$ cat src/rtl/heater_pkg.sv
// Shared heater types: operating mode encoding and PATTERN FSM states.
// Latency: n/a (types and constants only).
// Backpressure: n/a.
package heater_pkg;

    localparam logic [1:0] MODE_ENC_OFF     = 2'd0;
    localparam logic [1:0] MODE_ENC_CONST   = 2'd1;
    localparam logic [1:0] MODE_ENC_PWM     = 2'd2;
    localparam logic [1:0] MODE_ENC_PATTERN = 2'd3;

    typedef enum logic [1:0] {
        MODE_OFF     = MODE_ENC_OFF,
        MODE_CONST   = MODE_ENC_CONST,
        MODE_PWM     = MODE_ENC_PWM,
        MODE_PATTERN = MODE_ENC_PATTERN
    } mode_e;

    typedef enum logic {
        ST_IDLE = 1'b0,
        ST_SEND = 1'b1
    } state_e;

endpackage

$ cat src/rtl/heater_bank.sv
// One heater bank: WIDTH toggle flops that all invert when enabled.
// Latency: toggles on the clock edge after en_i is sampled high.
// Backpressure: none; flops are kept so the thermal load survives synthesis.
module heater_bank #(
    parameter int unsigned WIDTH = 64
) (
    input  logic             clk,
    input  logic             rst_n,
    input  logic             en_i,
    output logic [WIDTH-1:0] load_o
);

    (* keep = "true" *) logic [WIDTH-1:0] load_q;

    // Invert every flop of the bank on each enabled cycle.
    always_ff @(posedge clk or negedge rst_n) begin
        if (!rst_n) begin
            load_q <= '0;
        end else if (en_i) begin
            load_q <= ~load_q;
        end
    end

    assign load_o = load_q;

endmodule

$ cat src/rtl/heater_array.sv
// Heater array: CONST/PWM/PATTERN heat control driving maskable toggle banks.
// Latency: heating_active is registered, one cycle after the controlling inputs.
// Backpressure: PATTERN bytes accepted only when tx_ready (IDLE, enabled, PATTERN).
module heater_array
    import heater_pkg::*;
#(
    parameter int unsigned NUM_BANKS  = 4,
    parameter int unsigned BANK_WIDTH = 64,
    parameter int unsigned CNT_W      = 64,
    parameter int unsigned PERIOD_W   = 16
) (
    input  logic                            clk,
    input  logic                            rst_n,
    input  logic                            heating_enable,
    input  logic [1:0]                      mode,
    input  logic [NUM_BANKS-1:0]            bank_mask,
    input  logic [PERIOD_W-1:0]             period,
    input  logic [PERIOD_W-1:0]             duty,
    input  logic                            tx_valid,
    output logic                            tx_ready,
    input  logic [7:0]                      tx_data,
    input  logic                            cnt_clear,
    output logic                            heating_active,
    output logic [CNT_W-1:0]                heating_counter_value,
    output logic [NUM_BANKS*BANK_WIDTH-1:0] heat_load
);

    localparam logic [PERIOD_W-1:0] ONE_P = PERIOD_W'(1);

    mode_e                mode_s;
    logic                 pat_sel;
    logic                 pwm_sel;
    logic [PERIOD_W-1:0]  eff_period;
    logic                 bit_last;

    logic                 arm_q;
    logic                 active_q, active_d;
    logic [PERIOD_W-1:0]  phase_q, phase_d;
    state_e               state_q, state_d;
    logic [7:0]           byte_q, byte_d;
    logic [2:0]           bit_idx_q, bit_idx_d;
    logic [PERIOD_W-1:0]  bit_tmr_q, bit_tmr_d;
    logic [CNT_W-1:0]     cnt_q, cnt_d;

    assign mode_s     = mode_e'(mode);
    assign pat_sel    = heating_enable && (mode_s == MODE_PATTERN);
    assign pwm_sel    = heating_enable && (mode_s == MODE_PWM);
    // A zero PATTERN bit time behaves as a single cycle per bit.
    assign eff_period = (period == '0) ? ONE_P : period;
    assign bit_last   = (bit_tmr_q >= eff_period - ONE_P);

    // PWM phase free-runs 0..period-1 only while PWM is selected; otherwise parked at 0.
    always_comb begin
        phase_d = '0;
        if (pwm_sel && (period != '0) && (phase_q < period - ONE_P)) begin
            phase_d = phase_q + ONE_P;
        end
    end

    // PATTERN FSM: accept a byte in IDLE, shift it out MSB first, abort when deselected.
    always_comb begin
        state_d   = state_q;
        byte_d    = byte_q;
        bit_idx_d = bit_idx_q;
        bit_tmr_d = bit_tmr_q;
        tx_ready  = 1'b0;
        unique case (state_q)
            ST_IDLE: begin
                tx_ready  = arm_q && pat_sel;
                bit_idx_d = 3'd7;
                bit_tmr_d = '0;
                if (tx_valid && tx_ready) begin
                    state_d = ST_SEND;
                    byte_d  = tx_data;
                end
            end
            ST_SEND: begin
                if (!pat_sel) begin
                    state_d   = ST_IDLE;
                    byte_d    = '0;
                    bit_idx_d = 3'd7;
                    bit_tmr_d = '0;
                end else if (bit_last) begin
                    bit_tmr_d = '0;
                    if (bit_idx_q == 3'd0) begin
                        state_d = ST_IDLE;
                    end else begin
                        bit_idx_d = bit_idx_q - 3'd1;
                    end
                end else begin
                    bit_tmr_d = bit_tmr_q + ONE_P;
                end
            end
            default: state_d = ST_IDLE;
        endcase
    end

    // Next heat-on decision from the selected mode; disabled means off.
    always_comb begin
        active_d = 1'b0;
        if (heating_enable) begin
            unique case (mode_s)
                MODE_CONST:   active_d = 1'b1;
                MODE_PWM:     active_d = (period != '0) && (phase_q < duty);
                MODE_PATTERN: active_d = (state_q == ST_SEND) && byte_q[bit_idx_q];
                default:      active_d = 1'b0;
            endcase
        end
    end

    // Saturating heat-cycle counter; a clear overrides a simultaneous increment.
    always_comb begin
        cnt_d = cnt_q;
        if (cnt_clear) begin
            cnt_d = '0;
        end else if (active_q && (cnt_q != '1)) begin
            cnt_d = cnt_q + CNT_W'(1);
        end
    end

    // State registers; arm_q holds tx_ready low until the first edge after reset.
    always_ff @(posedge clk or negedge rst_n) begin
        if (!rst_n) begin
            arm_q     <= 1'b0;
            active_q  <= 1'b0;
            phase_q   <= '0;
            state_q   <= ST_IDLE;
            byte_q    <= '0;
            bit_idx_q <= 3'd7;
            bit_tmr_q <= '0;
            cnt_q     <= '0;
        end else begin
            arm_q     <= 1'b1;
            active_q  <= active_d;
            phase_q   <= phase_d;
            state_q   <= state_d;
            byte_q    <= byte_d;
            bit_idx_q <= bit_idx_d;
            bit_tmr_q <= bit_tmr_d;
            cnt_q     <= cnt_d;
        end
    end

    assign heating_active        = active_q;
    assign heating_counter_value = cnt_q;

    for (genvar g = 0; g < NUM_BANKS; g++) begin : g_bank
        heater_bank #(
            .WIDTH (BANK_WIDTH)
        ) u_bank (
            .clk    (clk),
            .rst_n  (rst_n),
            .en_i   (active_q && bank_mask[g]),
            .load_o (heat_load[g*BANK_WIDTH +: BANK_WIDTH])
        );
    end

endmodule

$ cat config.mk
export PLATFORM = sky130hd
export DESIGN_NAME = heater_array
export DESIGN_NICKNAME = d
export VERILOG_FILES = /design/src/rtl/heater_pkg.sv /design/src/rtl/heater_bank.sv /design/src/rtl/heater_array.sv
export SDC_FILE = /design/constraint.sdc
export NUM_CORES = 1
export LEC_CHECK = 0
export CELL_PAD_IN_SITES_DETAIL_PLACEMENT = 0
export CELL_PAD_IN_SITES_GLOBAL_PLACEMENT = 2
export CORE_ASPECT_RATIO = 0.5
export CORE_UTILIZATION = 30
export DETAILED_ROUTE_END_ITERATION = 8
export GPL_ROUTABILITY_DRIVEN = 0
export HOLD_SLACK_MARGIN = 0.03
export PLACE_DENSITY_LB_ADDON = 0.1
export SETUP_SLACK_MARGIN = 0.3
export SKIP_LAST_GASP = 1
export SLEW_MARGIN = 20
export SYNTH_ARGS = -nofsm -noshare
export SYNTH_HDL_FRONTEND = slang
export SYNTH_SLANG_ARGS = --single-unit
$ cat constraint.sdc
create_clock -name clk -period 2.62 [get_ports clk]
set_clock_uncertainty 0.15 [all_clocks]
set_input_delay 0.524 -clock clk [delete_from_list [all_inputs] [get_ports clk]]
set_output_delay 0.524 -clock clk [all_outputs]
set_load 0.05 [all_outputs]
# Word-level counts from Yosys, hierarchy flattened
# Index checks and enable logic that the tools add are counted.
# op_classes
add_sub_neg	6
mul	0
div_mod_pow	0
order_cmp	4
eq_ne	8
n_shift	0
n_mux	24
bitwise_logic	5
reduce_logical	19
# op_table
cell	count
inverter 64 bit	4
2-to-1 mux 64 bit	2
adder 64 x 1 -> 64 bit (second input constant)	1
2-to-1 mux 16 bit	4
!= test 64 bit (second input constant)	1
adder 16 x 1 -> 16 bit (second input constant)	2
less-than comparator 16 bit	2
case mux 16 bit (2 select lines)	1
subtractor 16 x 1 -> 16 bit (second input constant)	2
greater-or-equal comparator 16 bit	1
logical NOT 16 bit	1
2-to-1 mux 8 bit	2
case mux 8 bit (2 select lines)	1
nonzero test 16 bit	1
logical AND 1 bit	13
2-to-1 mux 3 bit	3
2-to-1 mux 1 bit	7
!= test 3 bit (second input constant)	2
case mux 3 bit (2 select lines)	1
== test 2 bit (second input constant)	2
less-than comparator 3 x 4 -> 1 bit (second input constant)	1
!= test 2 bit (second input constant)	2
AND reduction 2 bit	2
binary-select mux 1 bit (select 3 bit)	1
other kinds (7)	7
# totals
register_bits	366
latch_bits	0
ram_bits	0
romBits	0
output_inout_bits	322
word_cells	78
mem_count	0

# Longest topological paths before layout
# depth
ltp_word	7
mapped_depth	18
ltp_nobuf	16

# By module
# Synthesis repeated with hierarchy kept, for this count alone.
# hier_totals
cells_unflattened	1593
hier_area_um2	18207.5
# modules_own_cells
mod	instances	cells_per_inst	area_each_um2	seq_area_each_um2
heater_bank	4	199	2743.9	1601.5
heater_array	1	797	7231.9	2756.4

# Worst setup path after synthesis
# No wires, ideal clock.
# synth_path
kind	input port to flip-flop
startpoint	input period[8]
endpoint	register bit_tmr_q[10]
setup_time_ns	0.072
arrival_time_ns	4.506
t_required_ns	2.398
path_slack_ns	-2.109
cell_stages	18
cell_sequence	buf_2 -> or4_4 -> or3_1 -> nor4_1 -> nor2_1 -> ha_1 -> nand2_1 -> or3_1 -> xor2_1 -> ha_1 -> nand4_1 -> nor4_1 -> a311oi_1 -> nand2_1 -> or2_2 -> clkbuf_1 -> clkbuf_1 -> nor2_1
# synth_between
elab_chain_len	7
# synth_lines
item	line	rtl
start, declared	heater_array.sv:17	input logic [PERIOD_W-1:0] period,
logical NOT 16 bit	heater_array.sv:49	assign eff_period = (period == '0) ? ONE_P : period;
2-to-1 mux 16 bit (*)	heater_array.sv:49	
subtractor 16 x 1 -> 16 bit (*)	heater_array.sv:50	assign bit_last = (bit_tmr_q >= eff_period - ONE_P);
greater-or-equal comparator 16 bit (*)	heater_array.sv:50	
2-to-1 mux 16 bit (*)	heater_array.sv:83	end else if (bit_last) begin
2-to-1 mux 16 bit (*)	heater_array.sv:78	if (!pat_sel) begin
case mux 16 bit (2 select lines) (*)	heater_array.sv:67	unique case (state_q)
named net bit_tmr_d[10]	heater_array.sv:42	logic [PERIOD_W-1:0] bit_tmr_q, bit_tmr_d;
end signal, assigned	heater_array.sv:139	bit_tmr_q <= bit_tmr_d;
end, declared	heater_array.sv:42	
# Mark *: on every way through the listed nets, which the timed path passes. The rest lies on a longest branch.
# A chain may end at the register's enable or synchronous reset.

# Worst setup path after layout
# layout_path
startpoint	input period[9]
endpoint	register bit_tmr_q[7]
# Same word-level chain as after synthesis.

==> results.md <==
* Starting Density at 0.308
* Crit share post-route at 1.54
* Final Worst Setup Slack at -1.41 ns
* Largest net degree at the start of global routing at 61
* Clk slew on worst S/H paths at roughly 0.06 ns
* Area occupied by multi-input gates at 7550 µm²
* Comb power frac at 0.470
* CP max stage delay at 0.54 ns
* Initial antenna violation count at 1
* Clock tree sinks at 366
* Synth cell types at 60
* Synth top area share at 0.506
* Buffers added on ports at 372
* Seq/Total Area, Yosys at 0.511
* Cell Count, Final, Fillers Out at 2715
* Total power divided by cell area at 1140 nW/µm²
* Num CTS Buffers at 38
* Drt wl/cell at between 15 and 20 µm
* Wirelength, routed at 48200 µm
* Rows at 62
* Slew Limit Headroom at 0.431
* H-Tree Level Count at 2
* Top-level I/O count at ~370
* Final antenna-violating net count at 0
* Core area at 58300 µm²
* Post-detail-place hpwl at 34300 µm
* Top cells by area, synth: dfrtp_1 (51%), xnor2_1 (15%), buf_4 (11%)
* Max Clk Rate at around 0.25 GHz
* Largest fanout on the critical path at 8
* Synth Warn # at 0
* Tmin final at 4.03 ns
* Global router's overall resource usage at 0.157
* Failing checks: setup timing
* Placed Area at 22000 µm²
* Clk pwr share at 0.203
* Startpoint Class: primary input
* CP bufs+invs at 1
* Max-slew violation count at 0
* Die height at 175 µm
* Total power at 0.0280 W
* Die ar. at 60900 µm²
* Seq cells post-synth at between 300 and 400
* Largest area contributor in the netlist: dfrtp_1
* RSZ-0062 raised after global routing: true
* Syn nets at 1701
* Via count of the first global-routing pass at 12500
* Sw Share at 0.473
* Dominant cell by count in the synthesized netlist: dfrtp_1
* Filler Cells Inserted at 5576
* Final setup viols at 36
* CP top delay family: simple AND/OR/NAND/NOR gates
* Post-Syn Area at 17900 µm²
* Detailed Routing Iterations Pass 1 at 4
* Drt via density at 4.31
* Register share of total power at 0.327
* TritonCTS clock tree: done
* Clk_lat worst skew at 0.55 ns
* Post-synthesis async set-or-reset flop share at 1.00
* Cell Chain, Critical Path: buf_6 -> or4_4 -> or3_4 -> or4_4 -> nand2_4 -> ha_4 -> nand2_4 -> or3_4 -> xor2_2 -> ha_1 -> nand4_1 -> nor4_2 -> a311oi_2 -> nand2_2 -> or2_4 -> nor2_2
* MaxCap Viol Count at 0
* Slowest CP cell: or4_4
* Status: complete, but fails checks
* Nets at between 1500 and 2000
* Worst-margin pin slew at 0.853 ns
* Post-synth top flop: dfrtp_1
* Layout cells sized above 1 at 0.256
* Starting DRT DRC Count at roughly 380
* Gr ovfl total at 0
* Root buffer selected by CTS: clkbuf_16
* Syn Inst Count at 1597
* Net Switching at between 0.01 and 0.015 W
* Worst Path Arrival at 4.35 ns
* Area grow syn2layout at 36.6%
* Register area at 9220 µm²
* Critical path data required time at 2.94 ns
* Final hold vios at 0
* Crit end category: flip-flop
* Number of synthesized flops with an enable pin at 0
* Internal Power at around 0.015 W
* Lkg Pwr at 11.2 nW
* Placed cell count at 2587
* Finished Cell Area at 24500 µm²
* Worst Hold Class: reg -> reg
* VDD IR max at 0.000620 V
* Mean post-synth cell area at 11.2 µm²
* DR vias at 11700
* Top cells by count, synth: dfrtp_1 (363), xnor2_1 (305), buf_4 (257)
* Residual DRC at 0
* First-pass GRT wire length at 75000 µm
* WS Path Type: in -> reg
* CTS Buffer Depth at 3
* Chip width at 348 µm
## kinds of logic after synthesis
logic type / share of synthesized area
muxes: 0.00788
other: 0.000209
adders and majority gates: 0.0370
and+or+nand+nor: 0.105
buffers and inverters: 0.126
DFF: 0.511
AOI/OAI and AO/OA: 0.0455
xor gates and xnor gates: 0.168
## worst reg2reg max path: cells and delay by family, from the launching register on
family	cells	cell delay (ns)
compound gates	2	0.84
simple gates	4	0.80
flops	1	0.42
fa+ha+maj	1	0.29
buf+inv	1	0.08
## power groups by stage
stage	Sequential [W]	Clock, W	Combinational, W
floorplan	0.00900	0	0.0124
global placement	0.00926	0	0.0144
detailed placement	0.00934	0	0.0145
CTS	0.00922	0.00594	0.0134
global route	0.00946	0.00616	0.0137
finish	0.00916	0.00570	0.0132
## cell usage in the layout (no fill, tap or decap), types with 10 or more instances in the layout
master	n
dlygate4sd2_1	233
nand2_1	47
a21oi_1	13
dlymetal6s2s_1	66
nor2_1	81
nor2_2	21
and3_1	17
inv_1	33
nor2_4	12
clkbuf_8	11
dfrtp_1	315
ha_1	49
xnor2_1	303
buf_4	132
xor2_1	37
nand4_1	36
clkbuf_16	41
buf_12	19
a21oi_2	23
clkdlybuf4s50_1	36
clkdlybuf4s15_1	14
nand2_4	10
nand3_1	37
buf_6	24
or3_4	15
dfrtp_2	48
o21ai_0	14
## sequential cells by signal, indices dropped and copies added (netlist names)
name,cells
arm_q,1
bit_idx_q,3
bit_tmr_q,16
byte_q,8
g_bank.u_bank.load_o,256
heating_active,1
heating_counter_value,64
phase_q,16
state_q,1
## layer usage
metal  track usage  routed length [µm]  part of all wire  vias to the layer above
li1              -                   -                 -                     5594
met1         0.181               19300              0.40                     5903
met2         0.299               26400              0.55                      142
met3        0.0276                1410             0.029                       69
met4        0.0387                1060             0.022                        0
met5             0                   0                 0                        -
## repair_timing
item / 4_1_cts / 5_1_grt
setup endpoints to repair: 412 / 177
hold buffers: 1 / 0
setup buffers: 24 / 26
gates resized for setup: 369 / 210
hold endpoints to repair: 37 / 0
cloned: 3 / 3
pin swaps: 67 / 77
## cell type report
type,instances,share of cell area
clock buffers,57,0.0462
diodes,1,0.000102
repair buffers,551,0.217
clock inverters,13,0.00658
well taps,800,0.0408
multi-input cells,894,0.308
inverters,33,0.00505
flip-flops and latches,366,0.376
## per-stage QoR
| step | setup slack, ns | setup TNS, ns | hold WS, ns | utilization |
|---|---|---|---|---|
| final | -1.41 | -34.30 | 0.314 | 0.421 |
| after global routing | -1.51 | -37.66 | 0.327 | 0.421 |
| after CTS | -1.42 | -34.65 | 0.320 | 0.404 |
| after global placement | -2.19 | -67.50 | 0.309 | 0.378 |
| after detailed placement | -2.26 | -69.17 | 0.312 | 0.378 |
| after floorplan | -1.78 | -45.55 | 0.0784 | - |
## path summary, 6_finish.rpt
path | start | end | slack [ns] | cells after the start
max in group asynchronous | rst_n | bit_tmr_q[3] | 1.11 | 3
min in group asynchronous | rst_n | g_bank[3].u_bank.load_o[27] | 0.34 | 2
max reg2reg | bit_tmr_q[0] | bit_tmr_q[7] | -0.02 | 8
max | period[9] | bit_tmr_q[7] | -1.41 | 16
min reg2reg | g_bank[2].u_bank.load_o[39] | g_bank[2].u_bank.load_o[39] | 0.31 | 1
min | g_bank[2].u_bank.load_o[39] | g_bank[2].u_bank.load_o[39] | 0.31 | 1
No activity file was read; power rests on OpenSTA's default activity.
